$ cat config.mk
export PLATFORM = sky130hd
export DESIGN_NAME = mem_bus_interface
export DESIGN_NICKNAME = d
export VERILOG_FILES = /design/src/rtl/mem_bus_interface.sv
export SDC_FILE = /design/constraint.sdc
export NUM_CORES = 1
export LEC_CHECK = 0
export CORE_MARGIN = 1
export CORE_UTILIZATION = 43
export DETAILED_ROUTE_END_ITERATION = 8
export MAX_ROUTING_LAYER = met4
export PLACE_DENSITY = 0.77
export SYNTH_ARGS = -nofsm -noshare
export SYNTH_HDL_FRONTEND = slang
export SYNTH_SLANG_ARGS = --single-unit
$ cat constraint.sdc
create_clock -name clk -period 2.8 [get_ports clk]
set_input_delay 0.7 -clock clk [delete_from_list [all_inputs] [get_ports clk]]
set_output_delay 0.7 -clock clk [all_outputs]
set_load 0.05 [all_outputs]
$ cat src/rtl/mem_bus_interface.sv
// MEM-stage bus bridge: one-entry posted write buffer with read-hit
// forwarding, a handshaked variable-latency memory bus and a pipeline stall.
//
// Ports:
//   clk, rst          clock; asynchronous active-low reset
//   mem_read/write    MEM-stage load/store request (write wins if both set)
//   addr, wdata       byte address (addr[1:0] ignored) and store data
//   rdata             load data toward MEM/WB
//   stall             freeze request for PC and the pipeline registers
//   bus_err           one-cycle pulse when a bus access times out
//   bus_req/we/addr/wdata  request toward backing memory
//   bus_rdata/ack     response from backing memory (ack is one cycle)
module mem_bus_interface #(
    parameter int unsigned TIMEOUT_CYC = 255
) (
    input  logic        clk,
    input  logic        rst,
    input  logic        mem_read,
    input  logic        mem_write,
    input  logic [31:0] addr,
    input  logic [31:0] wdata,
    output logic [31:0] rdata,
    output logic        stall,
    output logic        bus_err,
    output logic        bus_req,
    output logic        bus_we,
    output logic [31:0] bus_addr,
    output logic [31:0] bus_wdata,
    input  logic [31:0] bus_rdata,
    input  logic        bus_ack
);

    typedef enum logic [1:0] {
        IDLE,
        W_BUSY,
        R_BUSY,
        R_DONE
    } state_e;

    localparam logic [7:0] TMO = 8'(TIMEOUT_CYC);

    state_e      state_q, state_d;
    logic        wb_valid_q, wb_valid_d;
    logic [29:0] wb_addr_q, wb_addr_d;
    logic [31:0] wb_data_q, wb_data_d;
    logic [29:0] rd_addr_q, rd_addr_d;
    logic [31:0] rd_q, rd_d;
    logic [7:0]  cnt_q, cnt_d;

    logic busy;
    logic tmo;
    logic ack;
    logic is_wr;
    logic is_rd;
    logic hit;
    logic rd_miss;
    logic drain_ack;
    logic wr_take;
    logic enter_busy;
    logic unused_addr;

    assign unused_addr = ^addr[1:0];

    assign busy = (state_q == W_BUSY) ||
                  (state_q == R_BUSY);

    // The timeout cycle itself is no longer a bus cycle: the request is
    // withdrawn, so a late ack in that cycle must not be taken.
    assign tmo = busy && (cnt_q == TMO);
    assign ack = busy && !tmo && bus_ack;

    assign is_wr   = mem_write;
    assign is_rd   = mem_read && !mem_write;
    assign hit     = wb_valid_q &&
                     (wb_addr_q == addr[31:2]);
    assign rd_miss = is_rd && !hit;

    assign drain_ack = (state_q == W_BUSY) && ack;

    // A store lands in the buffer when it is empty, or on the very edge
    // that the previous buffered store is acknowledged.
    assign wr_take = is_wr &&
                     (!wb_valid_q || drain_ack);

    always_comb begin
        state_d    = state_q;
        wb_valid_d = wb_valid_q;
        wb_addr_d  = wb_addr_q;
        wb_data_d  = wb_data_q;
        rd_addr_d  = rd_addr_q;
        rd_d       = rd_q;
        cnt_d      = cnt_q;

        if (wr_take) begin
            wb_valid_d = 1'b1;
            wb_addr_d  = addr[31:2];
            wb_data_d  = wdata;
        end

        unique case (state_q)
            IDLE: begin
                if (wb_valid_q) begin
                    state_d = W_BUSY;
                end else if (rd_miss) begin
                    state_d = R_BUSY;
                end
            end
            W_BUSY: begin
                if (tmo) begin
                    wb_valid_d = 1'b0;
                    state_d    = IDLE;
                end else if (ack) begin
                    if (!wr_take) begin
                        wb_valid_d = 1'b0;
                    end
                    state_d = rd_miss ? R_BUSY : IDLE;
                end
            end
            R_BUSY: begin
                if (tmo) begin
                    rd_d    = '0;
                    state_d = R_DONE;
                end else if (ack) begin
                    rd_d    = bus_rdata;
                    state_d = R_DONE;
                end
            end
            R_DONE: begin
                state_d = IDLE;
            end
            default: begin
                state_d = IDLE;
            end
        endcase

        enter_busy = (state_d != state_q) &&
                     ((state_d == W_BUSY) ||
                      (state_d == R_BUSY));

        // The read address is latched so the bus stays stable even if
        // the upstream address wiggles while frozen.
        if (enter_busy && (state_d == R_BUSY)) begin
            rd_addr_d = addr[31:2];
        end

        if (enter_busy || !busy) begin
            cnt_d = '0;
        end else if (!ack && !tmo) begin
            cnt_d = cnt_q + 8'd1;
        end
    end

    always_ff @(posedge clk or negedge rst) begin
        if (!rst) begin
            state_q    <= IDLE;
            wb_valid_q <= 1'b0;
            wb_addr_q  <= '0;
            wb_data_q  <= '0;
            rd_addr_q  <= '0;
            rd_q       <= '0;
            cnt_q      <= '0;
        end else begin
            state_q    <= state_d;
            wb_valid_q <= wb_valid_d;
            wb_addr_q  <= wb_addr_d;
            wb_data_q  <= wb_data_d;
            rd_addr_q  <= rd_addr_d;
            rd_q       <= rd_d;
            cnt_q      <= cnt_d;
        end
    end

    // Bus signals decode only registered state, so an asynchronous
    // reset removes the request without waiting for an edge.
    assign bus_req = busy && !tmo;
    assign bus_we  = (state_q == W_BUSY) && !tmo;
    assign bus_err = tmo;

    always_comb begin
        bus_addr  = '0;
        bus_wdata = '0;
        if (state_q == W_BUSY) begin
            bus_addr  = {wb_addr_q, 2'b00};
            bus_wdata = wb_data_q;
        end else if (state_q == R_BUSY) begin
            bus_addr  = {rd_addr_q, 2'b00};
        end
    end

    assign rdata = hit ? wb_data_q : rd_q;

    // Store stall releases combinationally on the drain ack so the new
    // store and the buffer hand-over share one edge.
    assign stall = rst &&
                   ((is_wr && wb_valid_q && !drain_ack) ||
                    (rd_miss && (state_q != R_DONE)));

endmodule

==> summary.txt <==
STA
  • Final WS setup: -0.6142 ns
  • Fin crit share: 121.9%
  • Min Tclk post-route: about 3.4 ns
  • Final hold viol count: 0
  • Pins Over Slew Limit: 0
  • RSZ-0062 raised after global routing: true
  • Max Clock Freq: 292.9 MHz
  • Number of setup violations in the final report: 71
  • Slew headroom: 53.00%
  • Slew @ Worst Pin: ~0.70 ns
  • Clock Skew: around 0.01 ns

Clock tree
  • CTS Buf Count: 17
  • CTS H-tree depth: 4
  • CTS tree: done
  • Cts hold-fix bufs: 0
  • CTS Sinks: ~140
  • Clock root buffer: clkbuf_16
  • Worst-path clk slew: around 0.060 ns
  • CTS Buffer Depth: 2
  • Skew-Pair Late Insertion Delay: ~0.42 ns

Global route
  • Global Route Usage Sum: 26.38%
  • First-pass GRT wire length: 32.11 mm
  • Largest net degree at the start of global routing: 136
  • Grt ovf: 0
  • Initial antenna violation count: 0
  • Vias in the first global route: ~6100

Floorplanning
  • Starting Density: 44.57%
  • # rows: 45
  • I/O pins: 201
  • Die area: about 0.016 mm2
  • Core area: 0.01537 mm2
  • Horiz. Die Dim: 128.2 um
  • Die height: 128.2 um

Drt
  • Routed WL per cell: 19.59 um
  • Vias after detailed routing: 5730
  • DRC viols: 0
  • First-pass DRT Iterations: 5
  • Vias per cell: 5.252
  • ANT nets after route: 0
  • Final WL: roughly 21 mm
  • Iteration-0 DRC Markers: 291

Yosys
  • Mux contribution to synthesized area: 22.03%
  • Sequential area share after synthesis: 49.32%
  • Compound-gate portion of the synthesized area: 8.840%
  • Mapped cell area: between 0.006 and 0.007 mm2
  • Mean area per synthesized cell: 11.69 um2
  • Synth warn: 0
  • Post-synth cell types: 41
  • Largest family of logic cells by synthesized area: multiplexers
  • Synth Area in Adders: 1.279%
  • Post-Synth Simple-Gate Area: 10.94%
  • Flops & latches, synth: 135
  • Syn Inst Count: roughly 600
  • XOR/XNOR Fraction of Synth Area: 4.731%

Layout
  • Fill cells: 1004
  • Layout cells sized above 1: 47.84%
  • Diode count: 0
  • Cell area after layout: 0.01111 mm2
  • Util after Layout: 72.31%
  • Area grow syn2layout: 62.25%
  • Nets: just under 1000

Worst setup path
  • Reg-to-reg startpoint: wb_addr_q[24]
  • Delay-heaviest family, CP: simple AND/OR/NAND/NOR gates
  • Worst Reg-to-Reg Cells: 12
  • Crit Path Class: in2reg
  • Setup crit end: rd_addr_q[7]
  • Slowest cell delay on critical path: 0.49 ns
  • Worst Path Arrival: 3.71 ns
  • CP cell instances: clkdlybuf4s15_1 -> xnor2_2 -> nand4_1 -> nor4_4 -> nand2_2 -> buf_12 -> and2_4 -> o211ai_1 -> a21oi_2 -> ha_1 -> or3b_4 -> clkbuf_16 -> mux2_4
  • Slowest cell on crit path: or3b_4
  • CP Buf/Inv Count: 3
  • Critical path required time: approximately 3.1 ns
  • Stages on worst setup path: 13
  • Critical path peak fanout: 5
  • CP Launch Type: input port
  • Reg-to-Reg End: rd_addr_q[7]
  • CP Capture Type: flip-flop
  • Crit path from: addr[2]
  • Worst R2R Setup Slack: -0.58 ns

Job
  • Max-cap viol count: 0

Placement
  • Final GP Congestion: 0.8349
  • Setup slack at placement: -1.139 ns
  • Port bufs: 196
  • Dpl cell area: 0.01004 mm2
  • Dpl hpwl: 13.36 mm

Outcome
  • Failing checks: negative setup slack
  • Status: finished with violations

Pwr
  • Peak VDD IR: ~0.93 mV
  • Pwr dens: 1321 mW/mm2
  • Power Total: between 0.01 and 0.015 W
  • Leak: 5.289 nW

Min path
  • Hold/Removal Path Class: in2async
-- cells in the final DEF (no fill, tap or decap), drive strengths merged, types with 4 or more instances in the layout --
cell and n:
dfrtp 135, buf 204, mux2 124, and2 37, nor2 13, inv 4
o21ai 36, a21oi 9, nor2b 5, xnor2 34, nand2 71, clkdlybuf4s50 67
nand4 9, ha 7, clkdlybuf4s15 8, nand3 5, a22o 30, clkbuf 39
clkinv 4
-- state kept, by name (all words and copies together), names as in the netlist --
name and flops:
wb_valid_q 1, rd_addr_q 30, cnt_q 8, state_q 2, wb_data_q 32, wb_addr_q 30, rd_q 32
-- how the worst min path moves through the flow --
stage,start,to,depth (start not counted)
floorplan,rst,cnt_q[0],0
global placement,rd_q[15],rd_q[15],2
detailed placement,rd_q[18],rd_q[18],2
CTS,rst,wb_data_q[21],2
global route,rst,wb_valid_q,2
finish,rst,wb_valid_q,2
-- area by class of cell --
type	instances	area (um2)	share of cell area (%)
clock buffers	24	501.7	4.514
inverters	5	25.02	0.2251
multi-input cells	411	3571	32.13
clock inverters	7	68.82	0.6192
flip-flops and latches	135	3379	30.41
well taps	211	264.0	2.375
repair buffers	298	3304	29.73
-- kinds of logic (layout without fill, tap and decap cells) --
kind of cell	Yosys count	in the layout
AOI/OAI and AO/OA	90	90
xor gates and xnor gates	37	37
adders and majority gates	7	7
buffers and inverters	41	334
DFF	135	135
muxes	124	124
other	1	2
and+or+nand+nor	151	151
-- Yosys cell counts (all sizes together) --
cell type	number	area share, %
a31oi	1	0.091
mux2	124	22
a211oi	2	0.29
nor2	13	0.71
inv	5	0.27
dfrtp	135	49
nor4	2	0.37
o22ai	3	0.27
a21oi	9	0.66
a211o	1	0.13
o311a	1	0.15
buf	15	1.4
ha	7	1.3
o21a	1	0.13
nand4	9	0.82
conb	1	0.055
and2	37	3.4
and4	1	0.13
o211ai	2	0.22
nor2b	5	0.46
nand3b	1	0.11
xnor2	34	4.3
nand3	5	0.37
clkbuf	21	1.2
or3b	1	0.16
or3	1	0.091
nor3	2	0.15
xor2	3	0.38
nand2	71	3.9
a22oi	1	0.11
and3	3	0.27
a21o	3	0.33
a22o	30	3.8
o21ai	36	2.6
-- worst reg2reg max path, stage by stage (launching register included) --
cell       delay, ns
dfrtp_1         0.45
xnor2_2         0.19
nand4_1         0.20
nor4_4          0.33
nand2_2         0.17
buf_12          0.17
and2_4          0.13
o211ai_1        0.21
a21oi_2         0.10
ha_1            0.30
or3b_4          0.49
clkbuf_16       0.21
mux2_4          0.30
-- metrics by stage --
stage                     hold WS [ns]  std cells  TNS [ns]
after floorplan                 0.4044        587    -11.11
after global placement          0.4579       1043    -62.36
after detailed placement        0.4706       1043    -67.58
after CTS                       0.4390       1082    -28.70
after global routing            0.4484       1091    -39.31
final                           0.4095       1091    -35.08
-- power by group --
part           internal [W]  switching (W)
logic               0.00425        0.00483
registers           0.00281       0.000654
clock network       0.00133       0.000823
-- metal layers --
layer	up-vias	wire length [um]	global-route usage, %
li1	2603	-	-
met1	2887	8267	29.84
met2	214	11100	44.96
met3	26	1612	7.846
met4	0	397	7.820
met5	-	0	-
-- what timing repair did --
item	4_1_cts	5_1_grt
resized for setup	105	55
endpoints found under the setup margin	81	82
hold endpoints to repair	0	0
pin swaps	33	27
gates cloned	2	4
setup buffers	6	5
(Power assumes the default switching activity.)
